### config.mk
export PLATFORM = sky130hd
export DESIGN_NAME = uart_receiver
export DESIGN_NICKNAME = d
export VERILOG_FILES = /design/src/rtl/uart_receiver.sv
export SDC_FILE = /design/constraint.sdc
export NUM_CORES = 1
export LEC_CHECK = 0
export BUFFER_PORTS_ARGS = -buffer_cell sky130_fd_sc_hd__buf_4
export CAP_MARGIN = 20
export CORE_UTILIZATION = 45
export CTS_CLUSTER_DIAMETER = 40
export DETAILED_ROUTE_END_ITERATION = 12
export SYNTH_ARGS = -nofsm -noshare
export SYNTH_HDL_FRONTEND = slang
export SYNTH_SLANG_ARGS = --single-unit
### constraint.sdc
create_clock -name clk -period 4.45 [get_ports clk]
set_clock_uncertainty 0.05 [all_clocks]
set_input_delay 0.89 -clock clk [delete_from_list [all_inputs] [get_ports clk]]
set_output_delay 0.89 -clock clk [all_outputs]
set_load 0.03 [all_outputs]
### src/rtl/uart_receiver.sv
// uart_receiver: 8N1 UART receive stage; synchronises rx, qualifies the start bit at
// mid-bit and samples each data/stop bit once per OVERSAMPLE baud_tick pulses.
module uart_receiver #(
    parameter int DATA_BITS   = 8,
    parameter int OVERSAMPLE  = 16,
    parameter int SYNC_STAGES = 2
) (
    input  logic                 clk,
    input  logic                 rst,
    input  logic                 baud_tick,
    input  logic                 rx,
    output logic [DATA_BITS-1:0] rx_data,
    output logic                 rx_done,
    output logic                 rx_frame_err,
    output logic                 rx_busy
);
    localparam int TW = $clog2(OVERSAMPLE);
    localparam int BW = DATA_BITS > 1 ? $clog2(DATA_BITS) : 1;
    localparam logic [TW-1:0] T_HALF = TW'(OVERSAMPLE / 2 - 1);
    localparam logic [TW-1:0] T_LAST = TW'(OVERSAMPLE - 1);
    localparam logic [BW-1:0] B_LAST = BW'(DATA_BITS - 1);

    typedef enum logic [1:0] {IDLE, START, DATA, STOP} state_t;

    state_t                 state, state_n;
    logic [SYNC_STAGES-1:0] sync;
    logic                   rx_s, rx_prev;
    logic [TW-1:0]          tick_cnt, tick_n;
    logic [BW-1:0]          bit_cnt, bit_n;
    logic [DATA_BITS-1:0]   shift_reg, shift_n, data_n;
    logic                   done_n, err_n;

    assign rx_s    = sync[SYNC_STAGES-1];
    assign rx_busy = state != IDLE;

    always_ff @(posedge clk) begin
        if (rst) begin
            sync         <= '1;
            rx_prev      <= 1'b1;
            state        <= IDLE;
            tick_cnt     <= '0;
            bit_cnt      <= '0;
            shift_reg    <= '0;
            rx_data      <= '0;
            rx_done      <= 1'b0;
            rx_frame_err <= 1'b0;
        end else begin
            sync         <= {sync[SYNC_STAGES-2:0], rx};
            rx_prev      <= rx_s;
            state        <= state_n;
            tick_cnt     <= tick_n;
            bit_cnt      <= bit_n;
            shift_reg    <= shift_n;
            rx_data      <= data_n;
            rx_done      <= done_n;
            rx_frame_err <= err_n;
        end
    end

    always_comb begin
        state_n = state;
        tick_n  = tick_cnt;
        bit_n   = bit_cnt;
        shift_n = shift_reg;
        data_n  = rx_data;
        done_n  = 1'b0;
        err_n   = 1'b0;
        case (state)
            IDLE: begin
                // edge detect keeps a held-low line (break) from re-arming
                if (rx_prev && !rx_s) begin
                    state_n = START;
                    tick_n  = '0;
                end
            end
            START: begin
                if (baud_tick) begin
                    if (tick_cnt == T_HALF) begin
                        state_n = rx_s ? IDLE : DATA;
                        tick_n  = '0;
                        bit_n   = '0;
                    end else begin
                        tick_n = tick_cnt + 1'b1;
                    end
                end
            end
            DATA: begin
                if (baud_tick) begin
                    if (tick_cnt == T_LAST) begin
                        shift_n = {rx_s, shift_reg[DATA_BITS-1:1]};
                        tick_n  = '0;
                        state_n = bit_cnt == B_LAST ? STOP : DATA;
                        bit_n   = bit_cnt == B_LAST ? '0 : bit_cnt + 1'b1;
                    end else begin
                        tick_n = tick_cnt + 1'b1;
                    end
                end
            end
            STOP: begin
                if (baud_tick) begin
                    if (tick_cnt == T_LAST) begin
                        state_n = IDLE;
                        tick_n  = '0;
                        done_n  = rx_s;
                        err_n   = !rx_s;
                        data_n  = rx_s ? shift_reg : rx_data;
                    end else begin
                        tick_n = tick_cnt + 1'b1;
                    end
                end
            end
            default: state_n = IDLE;
        endcase
    end
endmodule
==> summary.md <==
| Metric | Value |
|---|---|
| Synthesis-stage register bit count | 30 |
| Syn-to-layout area delta | 10.1% |
| Buffers plus inverters on the worst setup path | 1 |
| Hpwl dp | 1770 um |
| Synth Cell Area | 1370 um2 |
| CP startpoint kind | flip-flop |
| Post-CTS resize count | 0 |
| Clock root buffer | clkbuf_4 |
| CTS Buf Count | 5 |
| Setup Viol. Count Final | 0 |
| Final Hold Vio Count | 0 |
| Global-route wire length before repair | 4280 um |
| Setup total negative slack | 0 ns |
| WS Path Type | flip-flop to output pin |
| Clk pin slew, worst setup/hold paths | 0.08 ns |
| Unrepaired setup endpoints after global routing | no |
| Hold buffers post-CTS | 0 |
| Num rows | 19 |
| Top fanout value on the critical path | 15 |
| DRC | 4 |
| Synth Area in Simple Gates | 27.0% |
| Static Leak | 0.529 nW |
| Critical-path cell list | or2_2, buf_4 |
| Reg2Reg Depth | 4 |
| Overflow after GRT | 0 |
| Port bufs | 14 |
| Async S/R FF share, synth | 0% |
| Register area share after synthesis | 43.8% |
| Insertion delay to the later sink of the worst-skew pair | 0.32 ns |
| Fmax | 442 MHz |
| Share of cells above drive strength 1 | 17.4% |
| IO Pins | 15 |
| Post-CTS setup buffer count | 0 |
| Final nets | 168 |
| Min-delay worst type | flip-flop to flip-flop |
| Fillers | 268 |
| Final WL | 2580 um |
| Die Ht | 57.2 um |
| Time the worst path needs with I/O delays and setup | 2.26 ns |
| Top FF cell, synth | dfxtp_1 |
| Initial Util | 48.5% |
| Worst setup margin | 2.19 ns |
| Die area | 3280 um2 |
| Pin count of the biggest net entering global routing | 43 |
| Status | complete, but fails checks |
| Synth top area cells | dfxtp_1 44%, nand2b_1 9.6%, mux2i_1 7.3%, nand3_1 5.1%, a21oi_1 4.4% |
| H-tree depth | 2 |
| Commonest non-fill, non-tap cell in the layout | dfxtp_1 |
| Syn Nets | 159 |
| Via count | 1109 |
| EDFF count, synth | 0 |
| Initial DRC Count | 45 |
| Max Buffers Root-to-Sink | 2 |
| Yosys cell types | 34 |
| Detailed Routing Iterations Pass 1 | 8 |
| CTS tree | built |
| Tot Pwr | 448 uW |
| Place WS | 2.31 ns |
| Hold path depth | 1 |
| Violated checks | DRC |
| Avg Inst Size Synth | 9.03 um2 |
| Sinks on Clock Net | 30 |
| Final Wtd Congestion | 0.780 |
| Gr usage total | 17.3% |
| Synth warn | 0 |
| ANT cells | 0 |
| Synthesized-area fraction occupied by adder cells | 2.73% |
| Synth Instances | 152 |
| Stages on the worst setup path | 2 |
| Slowest CP cell | dfxtp_1 |
| PD cells | 296 nW/um2 |
| Worst Path Required | 3.51 ns |
| DRT antenna net count | 0 |
| Peak VDD IR | 0.146 mV |
| Final period utilization | 50.8% |
| Crit path largest cell delay | 0.44 ns |
| Die width | 57.2 um |
| Synth Area in XOR/XNOR | 0.638% |
| Multiplexer area fraction after synthesis | 7.29% |
| Wire per inst | 13.4 um |
| Yosys top cell area share | 43.8% |
| Slew margin rel. | 61.5% |
| Max Slew Vio Count | 0 |
| Worst-Margin Slew | 0.571 ns |
| Main combinational cell family by area after synthesis | simple AND/OR/NAND/NOR gates |
| Initial antenna violation count | 0 |
| Commonest cells after routing, fill and taps aside | 30 x dfxtp_1, 21 x nand2b_1, 14 x nand3_1, 14 x buf_4, 12 x a21oi_1 |
| Largest delay share family, worst path | flip-flops |
| Cell taking the most area after synthesis | dfxtp_1 |
| Worst setup EP type | output pin |
| Vias in the first global route | 954 |
| CP arrival | 1.32 ns |
| Total of max-cap violations | 0 |
| Vias per cell | 5.78 |
| Complex-gate fraction of the synthesized area | 14.2% |
| Core Region | 2830 um2 |
through the flow:
stage               hold slack, ns  area, um2  util [%]  cells
finish                       0.367       1510      53.4    192
global route                 0.396       1510      53.4    192
CTS                          0.371       1510      53.4    192
detailed placement           0.347       1460      51.7    185
global placement             0.347       1460      51.7    185
floorplan                    0.339       1370         -    152
path summary, 6_finish.rpt:
path | slack [ns] | from | end
max | 2.19 | state[0] | rx_busy
min | 0.37 | sync[0] | sync[1]
max reg2reg | 2.60 | tick_cnt[0] | rx_data[7]
min reg2reg | 0.37 | sync[0] | sync[1]
cell usage after synthesis, drive strengths merged (3+ instances only):
cell     n
dfxtp   30
nand2b  21
nand3   14
a21oi   13
mux2i   10
o21ai   10
buf      6
clkbuf   6
or2      5
nor2     4
ha       3
nand2    3
layer usage:
metal  share of wire [%]  vias up  GRT usage [%]
met4                 1.6        0           7.32
met3                 5.3        6           6.12
met1                  49      519           23.2
met5                   0        -              0
li1                    -      558              -
met2                  44       26           25.2
where the power goes:
part           internal (mW)  switching, mW  total [mW]
clock                 0.0566         0.0897       0.146
combinational         0.0119         0.0132      0.0251
sequential             0.271        0.00514       0.276
cell type report:
cell class	count	area, um2	area share [%]
multi-input cells	108	712	47.1
flip-flops and latches	30	601	39.7
repair buffers	14	105	6.95
well taps	31	38.8	2.57
clock buffers	5	37.5	2.48
clock inverters	2	10.0	0.662
inverters	2	7.51	0.497
cells by family after synthesis:
logic type	Yosys count
XOR/XNOR	1
AND/OR/NAND/NOR	61
AO/OA/AOI/OAI	33
adder cells (fa/ha/maj)	3
buffers and inverters	14
flip-flops	30
multiplexers	10
(Power assumes the default switching activity.)
